### src/rtl/img_ram_writer.sv
// ---------------------------------------------------------------------------
// img_ram_writer
//
// Loads a source image into the bilinear scaler's source-frame RAM. A
// raster-order pixel stream (valid/ready, x fastest) is written so that pixel
// (x,y) lands at address y*src_width + x, which is the layout the
// four-neighbour read side expects. busy/done let the scaler wait until the
// whole frame is resident before it starts reading.
//
// Optional feature (compile-time macro IMG_WR_CKSUM_EN):
//   Adds a 16-bit running sum of every accepted pixel on output cksum. It is
//   cleared when a frame starts and is final by the time done pulses.
//
// Ports
//   clk         in   1       system clock, rising edge
//   rst         in   1       synchronous active-high reset
//   start       in   1       begin a frame load (only looked at in IDLE)
//   src_width   in   DIM_W   frame width, latched when a frame starts
//   src_height  in   DIM_W   frame height, latched when a frame starts
//   pix_valid   in   1       pix_data carries a pixel
//   pix_data    in   DATA_W  pixel value, raster order
//   pix_ready   out  1       a pixel is accepted this cycle if pix_valid
//   wr_addr     out  ADDR_W  RAM write address
//   wr_data     out  DATA_W  RAM write data
//   wr_en       out  1       RAM write enable
//   busy        out  1       frame load in progress
//   done        out  1       one-cycle pulse after the last pixel is written
//   cksum       out  16      pixel sum (only with IMG_WR_CKSUM_EN)
// ---------------------------------------------------------------------------
module img_ram_writer #(
    parameter int ADDR_W = 16,
    parameter int DATA_W = 8,
    parameter int DIM_W  = 8
) (
    input  logic              clk,
    input  logic              rst,
    input  logic              start,
    input  logic [DIM_W-1:0]  src_width,
    input  logic [DIM_W-1:0]  src_height,
    input  logic              pix_valid,
    input  logic [DATA_W-1:0] pix_data,
    output logic              pix_ready,
    output logic [ADDR_W-1:0] wr_addr,
    output logic [DATA_W-1:0] wr_data,
    output logic              wr_en,
    output logic              busy,
`ifdef IMG_WR_CKSUM_EN
    output logic [15:0]       cksum,
`endif
    output logic              done
);

    typedef enum logic [1:0] {
        S_IDLE,
        S_LOAD,
        S_FIN
    } state_t;

    state_t              r_state;
    logic [DIM_W-1:0]    r_width;
    logic [DIM_W-1:0]    r_height;
    logic [DIM_W-1:0]    r_x;
    logic [DIM_W-1:0]    r_y;
    logic [ADDR_W-1:0]   r_addr_cnt;
    logic                r_pix_ready;
    logic [ADDR_W-1:0]   r_wr_addr;
    logic [DATA_W-1:0]   r_wr_data;
    logic                r_wr_en;
    logic                r_busy;
    logic                r_done;
`ifdef IMG_WR_CKSUM_EN
    logic [15:0]         r_cksum;
`endif

    // pix_ready is only ever high in LOAD, so accept needs no state qualifier.
    logic w_accept;
    logic w_x_last;
    logic w_last_pix;
    logic w_dims_ok;

    assign w_accept   = pix_valid & r_pix_ready;
    assign w_x_last   = (r_x == r_width  - DIM_W'(1));
    assign w_last_pix = w_x_last & (r_y == r_height - DIM_W'(1));
    assign w_dims_ok  = (src_width != '0) && (src_height != '0);

    always_ff @(posedge clk) begin
        if (rst) begin
            r_state     <= S_IDLE;
            r_width     <= '0;
            r_height    <= '0;
            r_x         <= '0;
            r_y         <= '0;
            r_addr_cnt  <= '0;
            r_pix_ready <= 1'b0;
            r_wr_addr   <= '0;
            r_wr_data   <= '0;
            r_wr_en     <= 1'b0;
            r_busy      <= 1'b0;
            r_done      <= 1'b0;
`ifdef IMG_WR_CKSUM_EN
            r_cksum     <= '0;
`endif
        end else begin
            // NOTE: non-blocking assignments throughout, so every branch below
            // reads the pre-edge values of the counters it is updating.
            // wr_en and done are pulses: default low, raised only where needed.
            r_wr_en <= 1'b0;
            r_done  <= 1'b0;

            case (r_state)
                S_IDLE: begin
                    if (start) begin
                        if (w_dims_ok) begin
                            r_width     <= src_width;
                            r_height    <= src_height;
                            r_x         <= '0;
                            r_y         <= '0;
                            r_addr_cnt  <= '0;
                            r_busy      <= 1'b1;
                            r_pix_ready <= 1'b1;
                            r_state     <= S_LOAD;
`ifdef IMG_WR_CKSUM_EN
                            r_cksum     <= '0;
`endif
                        end else begin
                            // Empty frame: nothing to write, report completion.
                            r_done <= 1'b1;
                        end
                    end
                end

                S_LOAD: begin
                    if (w_accept) begin
                        r_wr_en    <= 1'b1;
                        r_wr_addr  <= r_addr_cnt;
                        r_wr_data  <= pix_data;
                        // Running address equals y*W+x without a multiplier.
                        r_addr_cnt <= r_addr_cnt + ADDR_W'(1);
                        if (w_x_last) begin
                            r_x <= '0;
                            r_y <= r_y + DIM_W'(1);
                        end else begin
                            r_x <= r_x + DIM_W'(1);
                        end
`ifdef IMG_WR_CKSUM_EN
                        r_cksum    <= r_cksum + 16'(pix_data);
`endif
                        if (w_last_pix) begin
                            r_pix_ready <= 1'b0;
                            r_state     <= S_FIN;
                        end
                    end
                end

                // FIN overlaps the final write; done follows one cycle later.
                S_FIN: begin
                    r_done  <= 1'b1;
                    r_busy  <= 1'b0;
                    r_state <= S_IDLE;
                end

                default: r_state <= S_IDLE;
            endcase
        end
    end

    assign pix_ready = r_pix_ready;
    assign wr_addr   = r_wr_addr;
    assign wr_data   = r_wr_data;
    assign wr_en     = r_wr_en;
    assign busy      = r_busy;
    assign done      = r_done;
`ifdef IMG_WR_CKSUM_EN
    assign cksum     = r_cksum;
`endif

endmodule

### config.mk
export PLATFORM = sky130hd
export DESIGN_NAME = img_ram_writer
export DESIGN_NICKNAME = d
export VERILOG_FILES = /design/src/rtl/img_ram_writer.sv
export SDC_FILE = /design/constraint.sdc
export NUM_CORES = 1
export LEC_CHECK = 0
export ABC_AREA = 1
export CAP_MARGIN = 20
export CORE_UTILIZATION = 26
export DETAILED_ROUTE_END_ITERATION = 12
export GPL_TIMING_DRIVEN = 0
export HOLD_SLACK_MARGIN = 0.1
export PLACE_DENSITY = 0.47
export SYNTH_ARGS = -nofsm -noshare
export SYNTH_HDL_FRONTEND = slang
export SYNTH_SLANG_ARGS = --single-unit
### constraint.sdc
create_clock -name clk -period 1.7 [get_ports clk]
set_input_delay 0.51 -clock clk [delete_from_list [all_inputs] [get_ports clk]]
set_output_delay 0.51 -clock clk [all_outputs]
set_load 0.005 [all_outputs]
# After elaboration in Yosys (flattened, before gate mapping)
# Cells that the tools add are included.
# word_totals
in_bits	28
reg_bits	78
elab_cells	70
# classes
n_mux	27
n_eq_ne	9
addsub	5
n_reduce_logical	14
bitwise_logic	3
# op_table
op	n
$mux W16	3
$mux W8	6
$pmux W16 S2	1
$pmux W8 S2	2
$add A16 B1 Y16 const B	1
$add A8 B1 Y8 const B	2
$eq A8 B8 Y1	2
$reduce_bool A8 Y1	2
$sub A8 B1 Y8 const B	2
$ne A2 B2 Y1 const B	5
$reduce_and A5 Y1	2
$mux W2	4
$reduce_and A4 Y1	2
$mux W1	7
$pmux W1 S2	3
$reduce_and A3 Y1	2
$pmux W2 S2	1
$reduce_bool A2 Y1	2
$and A1 B1 Y1	2
$eq A2 B1 Y1 const B	1
$eq A2 B2 Y1 const B	1
$logic_not A2 Y1	1
$reduce_and A2 Y1	1
$reduce_or A2 Y1	1
2 further kinds	2

# Logic depth before layout (Yosys ltp)
# Gate-level depths: netlist of the first run.
# depth
depth_word	6
mapped_depth	14
ltp_nobuf	14

# Worst setup path after synthesis of the first run
# Ideal clock, no wire load.
# synth_path
path_type	reg2reg
from	register r_width[0]
to	register r_x[7]
synth_period_minus_slack_ps	1745
slack_ps	-45
path_stages_with_launch	11
setup_ps	115
arrival_ps	1630
required_ps	1585
path_cell_list	dfxtp_1 > inv_1 > ha_1 > or2_2 > nand2_1 > a21oi_1 > nand4_1 > o21bai_4 > nand2_2 > nand2_4 > nor2_1
# synth_between
elab_chain_len	5
# synth_lines
element	line_no	source
start, declared	60	logic [DIM_W-1:0] r_width;
start signal, assigned	114	r_width <= src_width;
$sub A8 B1 Y8	82	assign w_x_last = (r_x == r_width - DIM_W'(1));
$eq A8 B8 Y1	82	
$mux W8	139	if (w_x_last) begin
$mux W8	133	if (w_accept) begin
$pmux W8 S2	110	case (r_state)
end signal, assigned	143	r_x <= r_x + DIM_W'(1);
end, declared	62	logic [DIM_W-1:0] r_x;
# No other way between the ends. The select of a mux whose other input is x is not followed.
# A chain may end at the register's enable or synchronous reset.

# Worst setup path after layout of the first run
# layout_path
from	register r_width[0]
to	register r_y[4]
# layout_between
elab_chain_len	4
# layout_lines
element	line_no	source
$sub A8 B1 Y8	82	
$eq A8 B8 Y1	82	
$ne A2 B2 Y1 (no line)	-	
$reduce_and A5 Y1 (no line)	-	
end signal, assigned	141	r_y <= r_y + DIM_W'(1);
end, declared	63	logic [DIM_W-1:0] r_y;
# No other way between the ends.

==> metrics.md, run 1 <==
| Metric | Value |
|---|---|
| Outcome | complete, but fails checks |
| Violated checks | DRC, setup timing |
| Global Route Usage Sum | 15.1% |
| Clk buf depth | 2 |
| Clock sinks | 78 |
| Multi-input logic area | 0.00236 mm² |
| FF/Latch Area | 0.00158 mm² |
| Core footprint | 0.0147 mm² |
| Clock Latency Late Sink | 340 ps |
| Busiest metal layer after global routing | met2 |
| # IOs | 56 |
| GP Congestion | 0.809 |
| Overall power | 5.11 mW |
| Final setup margin | -91.0 ps |
| Placed Area | 0.00475 mm² |
| Min Tclk post-route | 1790 ps |
| Combinational fraction of design power | 21.6% |
| WS Path Type | reg2reg |
| Die X | 125 µm |
| Int Power | 3.59 mW |
| Filler cell count | 1,539 |
| Sequential group share of total power | 39.4% |
| Final nets | 704 |
| Clock transition at the registers of the reported paths | 60 ps |
| Type of origin of the critical path | flop |
| Max FO, Critical Path | 8 |
| Setup TNS | -1130 ps |
| Area Growth Syn to Fin | 41.1% |
| Post-synth EDFFs | 0 |
| Area leader, netlist | dfxtp_1 |
| Vias per cell | 4.56 |
| Async SR Flop Fraction | 0% |
| CTS Hold Bufs | 0 |
| Top cells by count, synth | 115 x nand2_1, 94 x nor2_1, 78 x dfxtp_1 |
| Mapped Cells | 579 |
| Period utilisation layout | 105% |
| Port bufs | 55 |
| Seq cells post-synth | 78 |
| Initial Util | 26.9% |
| Met1 Usage GRT | 18.6% |
| Worst Clk Skew | 4.41 ps |
| Top post-synthesis cells by area | dfxtp_1 39%, nand2_1 11%, nor2_1 8.9%, a21oi_1 6.2%, o21ai_0 6.2% |
| Element type at the critical path end | flop |
| Most frequent cell after synthesis | nand2_1 |
| Residual DRC | 6 |
| TritonCTS Buffers | 9 |
| Finished Layout Cells | 860 |
| Post-DRT Antenna Nets | 0 |
| DR iter-0 viols | 166 |
| Clk root buf | clkbuf_16 |
| DP Cell Count | 818 |
| CTS tree | built |
| Top cell type's share of synthesized area | 39.4% |
| FMAX | 558 MHz |
| Pwr dens | 914 mW/mm² |
| VDD IR max | 0.443 mV |
| Sequential area share after synthesis | 39.4% |
| Clock power share | 38.9% |
| Avg Inst Size Synth | 6.84 µm² |
| Critical Path AT | 2060 ps |
| Dpl ws | -958 ps |
| Grt met3 use | 4.02% |
| DP HPWL | 8280 µm |
| Ant diodes | 0 |
| RSZ-0062 raised after global routing | yes |
| Total number of yosys warnings | 0 |
| Net Sw Frac | 29.7% |
| Fraction of layout cells with a size suffix above 1 | 20.7% |
| Gr ovfl total | 0 |
| Vias in the first global route | 3,766 |
| Via count | 3,923 |
| Required time worst endpoint | 1970 ps |
| Max transition margin | 60.5% |
| Syn Nets | 612 |
| Met2 usage in global routing | 25.4% |
| Initial antenna violation count | 0 |
| First-pass GRT wire length | 18,700 µm |
| Largest net degree at the start of global routing | 14 |
| Die area | 0.0157 mm² |
| P_leak | 2.40 nW |
| Drt pass-1 iters | 8 |
| Cell area after layout | 0.00559 mm² |
| Routed wire length | 11,600 µm |
| Die Ht | 125 µm |
| Worst Tran Pin Value | 593 ps |
| CTS H-tree depth | 3 |
| Cell variety after synth | 30 |
| Hold Vio Cnt, Final | 0 |
| HP Class | in2reg |
| Synthesized area | 0.00396 mm² |
| # rows | 44 |
| Switch Pwr | 1.52 mW |
| Routed WL per cell | 13.4 µm |
| Final setup violation count | 15 |
| Final Max Slew Viols | 0 |
| Most used DFF post-synth | dfxtp_1 |
| Max_cap viols | 0 |
[worst paths after layout]
path	startpoint	to	slack [ps]	cells past startpoint
min reg2reg	wr_addr[7]$_SDFFE_PP0P_	wr_addr[7]$_SDFFE_PP0P_	470	2
min	src_width[4]	r_width[4]$_SDFFE_PP0P_	460	3
max reg2reg	r_width[0]$_SDFFE_PP0P_	r_y[4]$_SDFFE_PP0P_	-90	10
max	r_width[0]$_SDFFE_PP0P_	r_y[4]$_SDFFE_PP0P_	-90	10
[area by class of cell]
type / instances / share of cell area [%]
flip-flops and latches: 78 / 28.2
multi-input cells: 421 / 42.3
clock buffers: 11 / 4.34
plain buffers: 18 / 2.26
inverters: 63 / 4.43
well taps: 184 / 4.12
clock inverters: 5 / 1.03
repair buffers: 80 / 13.3
[state kept, by name (all words and copies together) (netlist names)]
signal and flops:
r_x 8, wr_data 8, done 1, r_state 2, pix_ready 1, r_height 8
wr_addr 16, r_y 8, busy 1, r_addr_cnt 16, wr_en 1, r_width 8
[worst max-delay path, stage by stage (launching register included)]
cell	delay [ps]
dfxtp_2	350
inv_4	40
ha_4	250
or2_2	100
nand2_2	40
a21oi_2	90
nand4_1	170
o21bai_4	290
buf_12	170
nand3_1	80
a21oi_1	120
[routing by layer]
| metal | share of wire, % | vias to the layer above |
|---|---|---|
| met3 | 4.0 | 12 |
| met1 | 47 | 1787 |
| met5 | 0 | - |
| met4 | 1.1 | 0 |
| li1 | - | 2059 |
| met2 | 48 | 65 |
[logic make-up (layout without fill, tap and decap cells)]
kind of cell / count (synthesis) / count (layout) / synth area share [%]
AOI/OAI and AO/OA: 102 / 102 / 13.6
xor gates and xnor gates: 22 / 22 / 4.86
adders and majority gates: 5 / 5 / 1.58
buffers and inverters: 81 / 177 / 8.21
DFF: 78 / 78 / 39.4
and+or+nand+nor: 291 / 292 / 32.3
[power groups by stage]
stage	clock network (mW)	logic, mW	registers, mW
2_1_floorplan	0	0.583	2.03
3_3_place_gp	0	0.884	2.04
3_5_place_dp	0	0.887	2.04
4_1_cts	2.04	1.05	2.01
5_1_grt	2.11	1.23	2.03
6_report	1.99	1.10	2.01
[timing repair]
| action | CTS | global route |
|---|---|---|
| setup endpoints to repair | 98 | 80 |
| hold endpoints to repair | 0 | 0 |
| pin swaps | 31 | 22 |
| gates cloned | 3 | 0 |
| gates resized for setup | 107 | 62 |
| buffers inserted | 18 | 5 |
[cells in the final DEF (no fill, tap or decap), drive strengths merged]
cell / n
nand4: 11
a21oi: 49
dlymetal6s2s: 9
or2: 2
dfxtp: 78
xor2: 16
o21ai: 50
nor3: 15
clkinvlp: 1
nor2: 96
nand3b: 4
dlygate4sd2: 22
nand2: 121
o21bai: 2
inv: 63
nand3: 34
clkbuf: 26
xnor2: 6
a21boi: 1
bufinv: 1
and3: 1
clkinv: 3
ha: 5
clkdlybuf4s50: 11
nor3b: 2
clkdlybuf4s15: 7
nor4: 6
buf: 34
[metrics by stage]
step / hold slack, ps / util (%)
floorplan: 448 / -
global placement: 466 / 32.3
detailed placement: 479 / 32.3
CTS: 486 / 36.7
global route: 484 / 38.0
finish: 461 / 38.0
Power figures use the tool's default switching activity.
==> run 2, diff against run 1 <==
- GPL_TIMING_DRIVEN: 0 -> 1
==> run 2 against run 1 <==
Net effect:
- the flow still finishes with violations (DRC, setup timing)
- highest routed layer unchanged
- first-iteration DRC count down 4.2%
- total power up 10%
- largest cell class unchanged
- sequential share of layout area down 2.8 points
- non-clock buffer count up 47
- largest power group is now clock
- utilization up 4.2 points
- clock skew up 3.4 ps
- combinational power up 27%
- critical path depth up 2
- worst setup slack better by 12 ps
- sequential cell count unchanged
- sequential power about the same
- via count up 5.3%
==> metrics.md, run 2 (synthesized netlist as in run 1, its figures left out) <==
| Metric | Value |
|---|---|
| Outcome | complete, but fails checks |
| Violated checks | DRC, setup timing |
| CP Cell Sequence | nor2_1 -> nand2_1 -> nor2_1 -> nand2_1 -> nand2_1 -> nand2_1 -> inv_1 -> nand2_1 -> o21bai_4 -> buf_6 -> nand3_2 -> a21oi_2 |
| # IOs | 56 |
| Global Route Usage Sum | 15.7% |
| Final Max Slew Viols | 0 |
| Clk root buf | clkbuf_16 |
| CTS Hold Bufs | 0 |
| Final setup margin | -78.9 ps |
| Routed WL per cell | 13.1 µm |
| Max transition margin | 72.8% |
| Port bufs | 55 |
| Multi-input logic area | 0.00233 mm² |
| CP Depth | 12 |
| HP Class | reg2reg |
| First-pass GRT wire length | 19,600 µm |
| Fraction of layout cells with a size suffix above 1 | 26.3% |
| Switch Pwr | 1.51 mW |
| DR iter-0 viols | 159 |
| Filler cell count | 1,467 |
| Worst Clk Skew | 7.84 ps |
| Clock power share | 39.5% |
| R2R Path Start | r_width[1]$_SDFFE_PP0P_ |
| Type of origin of the critical path | flop |
| Int Power | 4.13 mW |
| CP max-delay cell | dfxtp_2 |
| Vias in the first global route | 4,146 |
| Final nets | 751 |
| CTS tree | built |
| TritonCTS Buffers | 9 |
| R2r endpoint | r_y[4]$_SDFFE_PP0P_ |
| Period utilisation layout | 105% |
| Clock transition at the registers of the reported paths | 60 ps |
| Drt pass-1 iters | 10 |
| Slowest stage delay, CP | 320 ps |
| Residual DRC | 3 |
| Area Growth Syn to Fin | 56.5% |
| Clock Latency Late Sink | 340 ps |
| Dpl ws | -695 ps |
| Net Sw Frac | 26.8% |
| RSZ-0062 raised after global routing | yes |
| Commonest non-fill, non-tap cell in the layout | nand2_1 |
| CTS H-tree depth | 3 |
| DP HPWL | 7770 µm |
| Die Ht | 125 µm |
| Max_cap viols | 0 |
| Worst path most repeated cell | nand2_1 |
| Largest net degree at the start of global routing | 25 |
| Die area | 0.0157 mm² |
| Clock sinks | 78 |
| Pwr dens | 909 mW/mm² |
| Element type at the critical path end | flop |
| GP Congestion | 0.829 |
| Initial antenna violation count | 0 |
| Max FO, Critical Path | 6 |
| Min Tclk post-route | 1780 ps |
| Worst path bufs/invs | 2 |
| Finished Layout Cells | 906 |
| Worst R2R Path Depth | 12 |
| WS Path Type | reg2reg |
| FF/Latch Area | 0.00158 mm² |
| Via count | 4,129 |
| Gr ovfl total | 0 |
| Core footprint | 0.0147 mm² |
| Combinational fraction of design power | 24.9% |
| Ant diodes | 0 |
| Critical Path AT | 2060 ps |
| R2r setup slk | -80 ps |
| Most frequent cells in the layout | 106 x nand2_1, 89 x nor2_1, 67 x dfxtp_1 |
| VDD IR max | 0.678 mV |
| DP Cell Count | 864 |
| Required time worst endpoint | 1980 ps |
| Die X | 125 µm |
| Vias per cell | 4.56 |
| Clk buf depth | 2 |
| FMAX | 562 MHz |
| P_leak | 2.74 nW |
| Final setup violation count | 19 |
| Sequential group share of total power | 35.6% |
| Top Family by Delay on Critical Path | simple AND/OR/NAND/NOR gates |
| Initial Util | 26.9% |
| Worst Tran Pin Value | 404 ps |
| Worst Setup SP | r_width[1]$_SDFFE_PP0P_ |
| Routed wire length | 11,800 µm |
| Hold Vio Cnt, Final | 0 |
| # rows | 44 |
| CP endpoint | r_y[4]$_SDFFE_PP0P_ |
| Post-DRT Antenna Nets | 0 |
-- run 2: repair_timing --
item,in CTS,in global routing
setup endpoints to repair,75,59
buffers inserted,16,4
resized for setup,113,57
cloned,8,0
pin swaps,33,23
hold endpoints to repair,0,0
-- run 2: routing by layer --
metal | share of wire, % | wire [µm] | vias to the layer above | GRT usage [%]
li1 | - | - | 2153 | -
met4 | 2.0 | 240 | 0 | 5.67
met2 | 49 | 5790 | 82 | 27.3
met3 | 4.0 | 477 | 18 | 4.36
met5 | 0 | 0 | - | 0
met1 | 45 | 5340 | 1876 | 18.3
-- run 2: area by class of cell --
cell class                 count  share of cell area [%]
timing repair buffer         145                    24.0
inverter                      63                    3.82
clock inverter                 4                    1.53
tap                          184                    3.71
sequential                    78                    25.4
clock buffer                  11                    3.92
multi-input combinational    421                    37.6
-- run 2: power groups by stage --
stage / clock, mW / combinational [mW] / sequential, mW
floorplan: 0 / 0.583 / 2.03
global placement: 0 / 1.05 / 2.04
detailed placement: 0 / 1.06 / 2.04
CTS: 2.29 / 1.36 / 2.00
global route: 2.35 / 1.54 / 2.02
finish: 2.23 / 1.40 / 2.00
-- run 2: worst register-to-register path, stage by stage, from the launching register on --
cell and delay (ps):
dfxtp_2 320, nor2_1 200, nand2_1 120, nor2_1 120, nand2_1 50, nand2_1 60
nand2_1 40, inv_1 50, nand2_1 110, o21bai_4 280, buf_6 170, nand3_2 70
a21oi_2 120
-- run 2: how the worst min path moves through the flow --
stage	start	to	slack [ps]	cells after the start
after global routing	pix_ready$_SDFFE_PP0P_	pix_ready$_SDFFE_PP0P_	490	2
after floorplan	r_height[1]$_SDFFE_PP0P_	r_height[1]$_SDFFE_PP0P_	450	2
after global placement	wr_data[2]$_SDFFE_PP0P_	wr_data[2]$_SDFFE_PP0P_	460	2
after detailed placement	wr_data[4]$_SDFFE_PP0P_	wr_data[4]$_SDFFE_PP0P_	480	2
after CTS	pix_ready$_SDFFE_PP0P_	pix_ready$_SDFFE_PP0P_	480	2
final	pix_ready$_SDFFE_PP0P_	pix_ready$_SDFFE_PP0P_	470	2
-- run 2: stage by stage --
step,util [%],cell area (µm²),hold slack [ps],TNS [ps],total power [mW]
3_3_place_gp,35.6,5230,462,-37300,3.08
2_1_floorplan,-,3970,448,0,2.61
4_1_cts,41.6,6120,485,-1890,5.65
5_1_grt,42.2,6200,490,-3850,5.91
6_report,42.2,6200,471,-1140,5.64
3_5_place_dp,35.6,5230,476,-37930,3.09
